--- src/rtl/mfp_eic_core_if.sv ---
// rtl/mfp_eic_core_if.sv - register port bundle for the EIC core
interface mfp_eic_core_if;
  logic [2:0]  reg_addr;
  logic        reg_wr;
  logic [31:0] reg_wdata;
  logic [31:0] reg_rdata;

  modport master (output reg_addr, output reg_wr, output reg_wdata, input reg_rdata);
  modport slave  (input reg_addr, input reg_wr, input reg_wdata, output reg_rdata);
endinterface

--- src/rtl/mfp_eic_core.sv ---
// rtl/mfp_eic_core.sv - external interrupt controller: capture, mask, prioritise, present RIPL
module mfp_eic_core #(
  parameter int EIC_CHANNELS = 32
) (
  input  logic                    HCLK,
  input  logic                    HRESETn,
  input  logic [EIC_CHANNELS-1:0] EIC_input,
  input  logic                    SI_IAck,
  input  logic [7:0]              SI_IPL,
  mfp_eic_core_if.slave           reg_bus,
  output logic                    EIC_Present,
  output logic [7:0]              EIC_Interrupt,
  output logic [5:0]              EIC_Vector,
  output logic [16:0]             EIC_Offset,
  output logic [3:0]              EIC_ShadowSet
);

  localparam int CH = EIC_CHANNELS;

  logic [CH-1:0] eifr_q, eifr_d;
  logic [CH-1:0] eimsk_q, eimsk_d;
  logic [CH-1:0] eisens_q, eisens_d;
  logic [CH-1:0] prev_q;
  logic [5:0]    eiack_q, eiack_d;
  logic [7:0]    int_q, int_d;
  logic [5:0]    vec_q, vec_d;
  logic          present_q;

  logic [CH-1:0] wbits;
  logic [CH-1:0] w1c, w1s, rise, ack_clr, req;
  logic          ack_valid;
  logic          found;
  logic [5:0]    win_idx;
  logic [31:0]   eifr_rd, eimsk_rd, eisens_rd;

  // Register view is 32 bits wide; channels beyond bit 31 are not software-reachable.
  generate
    if (CH < 32) begin : g_narrow
      assign wbits     = reg_bus.reg_wdata[CH-1:0];
      assign eifr_rd   = {{(32-CH){1'b0}}, eifr_q};
      assign eimsk_rd  = {{(32-CH){1'b0}}, eimsk_q};
      assign eisens_rd = {{(32-CH){1'b0}}, eisens_q};
    end else if (CH == 32) begin : g_exact
      assign wbits     = reg_bus.reg_wdata;
      assign eifr_rd   = eifr_q;
      assign eimsk_rd  = eimsk_q;
      assign eisens_rd = eisens_q;
    end else begin : g_wide
      assign wbits     = {{(CH-32){1'b0}}, reg_bus.reg_wdata};
      assign eifr_rd   = eifr_q[31:0];
      assign eimsk_rd  = eimsk_q[31:0];
      assign eisens_rd = eisens_q[31:0];
    end
  endgenerate

  always_comb begin
    reg_bus.reg_rdata = 32'd0;
    case (reg_bus.reg_addr)
      3'd0:    reg_bus.reg_rdata = eifr_rd;
      3'd2:    reg_bus.reg_rdata = eimsk_rd;
      3'd3:    reg_bus.reg_rdata = eisens_rd;
      3'd4:    reg_bus.reg_rdata = {16'd0, SI_IPL, 2'b00, eiack_q};
      default: reg_bus.reg_rdata = 32'd0;
    endcase
  end

  assign ack_valid = SI_IAck && (int_q != 8'd0);
  assign w1c  = (reg_bus.reg_wr && reg_bus.reg_addr == 3'd0) ? wbits : '0;
  assign w1s  = (reg_bus.reg_wr && reg_bus.reg_addr == 3'd1) ? wbits : '0;
  assign rise = EIC_input & ~prev_q;

  always_comb begin
    ack_clr = '0;
    for (int i = 0; i < CH; i++) begin
      ack_clr[i] = ack_valid && eisens_q[i] && (vec_q == 6'(i));
    end
  end

  // Edge channels: set sources beat clear sources. Level channels mirror the input.
  assign eifr_d = (~eisens_q & EIC_input)
                | (eisens_q & (rise | w1s | (eifr_q & ~(w1c | ack_clr))));

  assign eimsk_d  = (reg_bus.reg_wr && reg_bus.reg_addr == 3'd2) ? wbits : eimsk_q;
  assign eisens_d = (reg_bus.reg_wr && reg_bus.reg_addr == 3'd3) ? wbits : eisens_q;
  assign eiack_d  = ack_valid ? vec_q : eiack_q;

  // The channel being acked is hidden from this arbitration so it is not re-presented.
  assign req = eifr_q & eimsk_q & ~ack_clr;

  always_comb begin
    found   = 1'b0;
    win_idx = 6'd0;
    for (int i = 0; i < CH; i++) begin
      if (req[i]) begin
        found   = 1'b1;
        win_idx = 6'(i);
      end
    end
  end

  assign int_d = found ? ({2'b00, win_idx} + 8'd1) : 8'd0;
  assign vec_d = found ? win_idx : 6'd0;

  always_ff @(posedge HCLK or negedge HRESETn) begin
    if (!HRESETn) begin
      eifr_q    <= '0;
      eimsk_q   <= '0;
      eisens_q  <= '0;
      prev_q    <= '0;
      eiack_q   <= 6'd0;
      int_q     <= 8'd0;
      vec_q     <= 6'd0;
      present_q <= 1'b0;
    end else begin
      eifr_q    <= eifr_d;
      eimsk_q   <= eimsk_d;
      eisens_q  <= eisens_d;
      prev_q    <= EIC_input;
      eiack_q   <= eiack_d;
      int_q     <= int_d;
      vec_q     <= vec_d;
      present_q <= 1'b1;
    end
  end

  assign EIC_Present   = present_q;
  assign EIC_Interrupt = int_q;
  assign EIC_Vector    = vec_q;
  assign EIC_Offset    = 17'd0;
  assign EIC_ShadowSet = 4'd0;

endmodule
--- src/flat_wrapper.sv ---
// flat-port wrapper written by rule: the top's interface ports become plain ports
module mfp_eic_core_flat 
#(
  parameter int EIC_CHANNELS = 32
)
  (HCLK, HRESETn, EIC_input, SI_IAck, SI_IPL, EIC_Present, EIC_Interrupt, EIC_Vector, EIC_Offset, EIC_ShadowSet, reg_bus_reg_addr, reg_bus_reg_wr, reg_bus_reg_wdata, reg_bus_reg_rdata);
  mfp_eic_core_if reg_bus_i ();
  input  logic HCLK;
  input  logic HRESETn;
  input  logic [EIC_CHANNELS-1:0] EIC_input;
  input  logic SI_IAck;
  input  logic [7:0] SI_IPL;
  output logic EIC_Present;
  output logic [7:0] EIC_Interrupt;
  output logic [5:0] EIC_Vector;
  output logic [16:0] EIC_Offset;
  output logic [3:0] EIC_ShadowSet;
  input wire logic [$bits(reg_bus_i.reg_addr)-1:0] reg_bus_reg_addr;
  input wire logic [$bits(reg_bus_i.reg_wr)-1:0] reg_bus_reg_wr;
  input wire logic [$bits(reg_bus_i.reg_wdata)-1:0] reg_bus_reg_wdata;
  output wire logic [$bits(reg_bus_i.reg_rdata)-1:0] reg_bus_reg_rdata;
  assign reg_bus_i.reg_addr = reg_bus_reg_addr;
  assign reg_bus_i.reg_wr = reg_bus_reg_wr;
  assign reg_bus_i.reg_wdata = reg_bus_reg_wdata;
  assign reg_bus_reg_rdata = reg_bus_i.reg_rdata;
  mfp_eic_core #(.EIC_CHANNELS(EIC_CHANNELS)) u_core (.HCLK(HCLK), .HRESETn(HRESETn), .EIC_input(EIC_input), .SI_IAck(SI_IAck), .SI_IPL(SI_IPL), .reg_bus(reg_bus_i), .EIC_Present(EIC_Present), .EIC_Interrupt(EIC_Interrupt), .EIC_Vector(EIC_Vector), .EIC_Offset(EIC_Offset), .EIC_ShadowSet(EIC_ShadowSet));
endmodule
--- config.mk ---
export PLATFORM = sky130hd
export DESIGN_NAME = mfp_eic_core_flat
export DESIGN_NICKNAME = d
export VERILOG_FILES = /design/src/rtl/mfp_eic_core_if.sv /design/src/rtl/mfp_eic_core.sv /design/src/flat_wrapper.sv
export SDC_FILE = /design/constraint.sdc
export NUM_CORES = 1
export LEC_CHECK = 0
export CAP_MARGIN = 20
export CORE_MARGIN = 2
export CORE_UTILIZATION = 36
export DETAILED_ROUTE_END_ITERATION = 16
export SYNTH_ARGS = -nofsm -noshare
export SYNTH_HDL_FRONTEND = slang
export SYNTH_SLANG_ARGS = --single-unit
--- constraint.sdc ---
create_clock -name HCLK -period 3.95 [get_ports HCLK]
set_input_delay 0.79 -clock HCLK [delete_from_list [all_inputs] [get_ports HCLK]]
set_output_delay 0.79 -clock HCLK [all_outputs]
set_load 0.02 [all_outputs]
==> metrics.md, run 1 <==
| Metric | Value |
|---|---|
| Clock power frac | `0.297` |
| R2R Setup Slk | `0.44 ns` |
| Final Critical Period | `3.58 ns` |
| Worst Reg-to-Reg Cells | `12` |
| Layout cells sized above 1 | `0.201` |
| Clock Latency Late Sink | `0.42 ns` |
| DP Wirelength | `16400 um` |
| Crit start category | `primary input` |
| Initial DRT Pass Iterations | `6` |
| Crit path to | `reg_bus_reg_rdata[4]` |
| Post-synth EDFFs | `0` |
| Syn Std Cell Area | `7760 um^2` |
| Final core occ | `0.475` |
| Status | `complete, no violations` |
| Area growth from synthesis to layout | `29.0%` |
| Worst-Margin Slew | `0.747 ns` |
| CP startpoint | `reg_bus_reg_addr[2]` |
| Leak Pwr | `4.18 nW` |
| Pint | `0.00364 W` |
| Residual DRC | `0` |
| P_sw | `0.00193 W` |
| Synth area leaders | `dfrtp_1, mux2_2, nand2_1` |
| Starting Density | `0.368` |
| Setup Skew | `0.00819 ns` |
| Worst IR Drop VDD | `0.000286 V` |
| TritonCTS Buffers | `17` |
| RSZ-0062 raised after global routing | `no` |
| WL per Instance | `19.4 um` |
| Placed inst area | `9410 um^2` |
| Antenna Cells | `0` |
| Slew margin rel. | `0.502` |
| Critical Path Most Common Cell | `clkdlybuf4s50_1` |
| Top_reg_cell synth | `dfrtp_1` |
| Via density per instance | `5.46` |
| Critical Path RT | `3.16 ns` |
| Hold WS | `0.382 ns` |
| Worst EP arrival | `2.79 ns` |
| Die area | `22800 um^2` |
| DP Worst Slack | `-0.0199 ns` |
| Slowest stage delay, CP | `0.65 ns` |
| Cell taking the most area after synthesis | `dfrtp_1` |
| Post-synthesis cell count | `764` |
| Final hold violations | `0` |
| Power density over the cells | `556 nW/um^2` |
| Final setup fails | `0` |
| Drt total wl | `23200 um` |
| Syn_area_per_cell | `10.2 um^2` |
| Die Span Y | `151 um` |
| Crit path kind | `primary input to output port` |
| Setup ws final | `0.372 ns` |
| Crit Reg-Reg Startpoint | `u_core.EIC_Interrupt[3]` |
| Highest clock rate | `280 MHz` |
| Max-cap violations | `0` |
| Min-delay worst type | `primary input to asynchronous set/reset pin` |
| Cell area after layout | `10000 um^2` |
| Gate power share | `0.320` |
| Critical path cell sequence | `clkdlybuf4s50_1, nor2b_1, buf_4, a21oi_1, o21ai_0, clkdlybuf4s50_1` |
| Largest net degree at the start of global routing | `77` |
| Core area | `21100 um^2` |
| Postcts setup bufs | `0` |
| Crit path capture type | `output port` |
| Yosys Warn Count | `0` |
| Via count | `6506` |
| Synth top area share | `0.467` |
| Port bufs | `122` |
| CP Max Fanout | `10` |
| CP max-delay cell | `clkdlybuf4s50_1` |
| Top-Level Pins | `147` |
| ANT nets after route | `0` |
| CTS resizes | `0` |
| Clock Tree Buf Depth | `2` |
| GRT overflow | `0` |
| H-Tree Depth | `4` |
| Antenna violations before repair | `0` |
| CTS Hold Bufs | `0` |
| Setup TNS | `0 ns` |
| CTS tree | `done` |
| Synth Register Bits | `145` |
| Fin. max-slew vios | `0` |
| Num rows | `53` |
| CTS Sinks | `145` |
| Sequential share of the synthesized area | `0.467` |
| Flop pwr share | `0.383` |
| Ys async rst share | `1.00` |
| Placer Congestion | `0.903` |
| First-pass GRT wire length | `36300 um` |
| Switching Fraction | `0.347` |
| Netlist cell types | `72` |
| GRT Overall Usage | `0.210` |
| Initial DRC Count | `370` |
| Clock root cell | `clkbuf_16` |
| Vias in the first global route | `6461` |
| Final-stage net count | `986` |
| Final Cycle Share | `0.906` |
| Reg-to-reg endpoint | `u_core.EIC_Interrupt[2]` |
| Die width | `151 um` |
| Reg clk slew, reported paths | `0.06 ns` |
final cells by class:
type,count,area (um^2)
Clock buffer,20,457
Inverter,9,33.8
Tap cell,275,344
Multi-Input combinational cell,572,3880
Timing Repair Buffer,161,1530
Clock inverter,10,136
Fill cell,2011,11100
Sequential cell,145,3630
placed cells by master (no fill, tap or decap), types with 3 or more instances in the layout:
cell             netlist  final
nand4_1                5      5
buf_4                 25     36
nor4_1                 5      5
a22o_1                33     33
a31oi_1               14     14
a22oi_1               19     19
nand2_1              130    130
nor2b_1                5      5
clkdlybuf4s50_1        0    119
dfrtp_1              145    145
a21oi_1               25     25
nor2_1                51     51
mux2_2                87     87
a211o_1                3      3
conb_1                 2     25
and2_1                 3      3
nand4b_1               3      3
a31o_2                 4      4
clkinv_2               0      3
bufinv_16              0      3
o21ai_0               20     20
a41o_1                 3      3
nand3_1               47     47
clkinvlp_4             0      3
o21ai_1                3      3
a32o_1                13     13
and3_1                 8      8
clkbuf_16              0     17
mux2i_1               13     13
inv_1                  9      9
synth_stat cells (all sizes together), types with 4 or more instances:
master	count
a21oi	26
a22o	33
a22oi	19
a31o	5
a31oi	16
a32o	13
and2	4
and3	9
buf	35
clkbuf	26
dfrtp	145
inv	9
mux2	87
mux2i	13
nand2	130
nand3	47
nand4	5
nor2	51
nor2b	5
nor4	6
o21ai	23
power groups by stage:
stage               clock network [W]  logic [W]  registers, W
detailed placement                  0    0.00178       0.00215
global placement                    0    0.00176       0.00214
CTS                           0.00168    0.00179       0.00212
finish                        0.00165    0.00178       0.00213
floorplan                           0    0.00110       0.00208
global route                  0.00174    0.00195       0.00218
critical path, delay by kind of cell:
family / cells / cell delay (ns)
buf+inv: 3 / 1.39
compound gates: 2 / 0.32
simple gates: 1 / 0.27
worst min-delay path by stage:
stage                        end  cells past startpoint
2_1_floorplan  u_core.eiack_q[2]                      2
3_3_place_gp   u_core.eiack_q[2]                      2
3_5_place_dp   u_core.eiack_q[2]                      2
4_1_cts        u_core.prev_q[10]                      1
5_1_grt        u_core.prev_q[10]                      1
6_report       u_core.prev_q[10]                      1
cell families after synthesis:
family                   after synthesis  synth area share
other                                  2          0.000967
buffers and inverters                 70            0.0464
AND/OR/NAND/NOR                      276             0.163
multiplexers                         100             0.143
flip-flops                           145             0.467
XOR/XNOR                               1           0.00113
AO/OA/AOI/OAI                        169             0.176
adder cells (fa/ha/maj)                1           0.00161
flip-flops by register name (all words and copies together), names as in the netlist:
| name | flops |
|---|---|
| u_core.EIC_Present | 1 |
| u_core.prev_q | 32 |
| u_core.eiack_q | 5 |
| u_core.eimsk_q | 32 |
| u_core.EIC_Vector | 5 |
| u_core.EIC_Interrupt | 6 |
| u_core.eisens_q | 32 |
| u_core.eifr_q | 32 |
through the flow:
stage / total power [W] / std cells
global route: 0.00586 / 1192
finish: 0.00557 / 1192
detailed placement: 0.00393 / 1161
global placement: 0.00390 / 1161
floorplan: 0.00318 / 787
CTS: 0.00559 / 1191
layer usage:
layer | vias to the layer above | track usage | routed length, um
met4 | 0 | 0.0561 | 295
li1 | 3037 | - | -
met5 | - | 0 | 0
met1 | 3254 | 0.288 | 10800
met3 | 18 | 0.0437 | 1230
met2 | 197 | 0.340 | 10800
Power figures use the tool's default switching activity.
==> run 2, diff against run 1 <==
- SKIP_LAST_GASP: not set -> 1
==> results of run 2 <==
Final layout, timing and power as in run 1 (identical DEF).
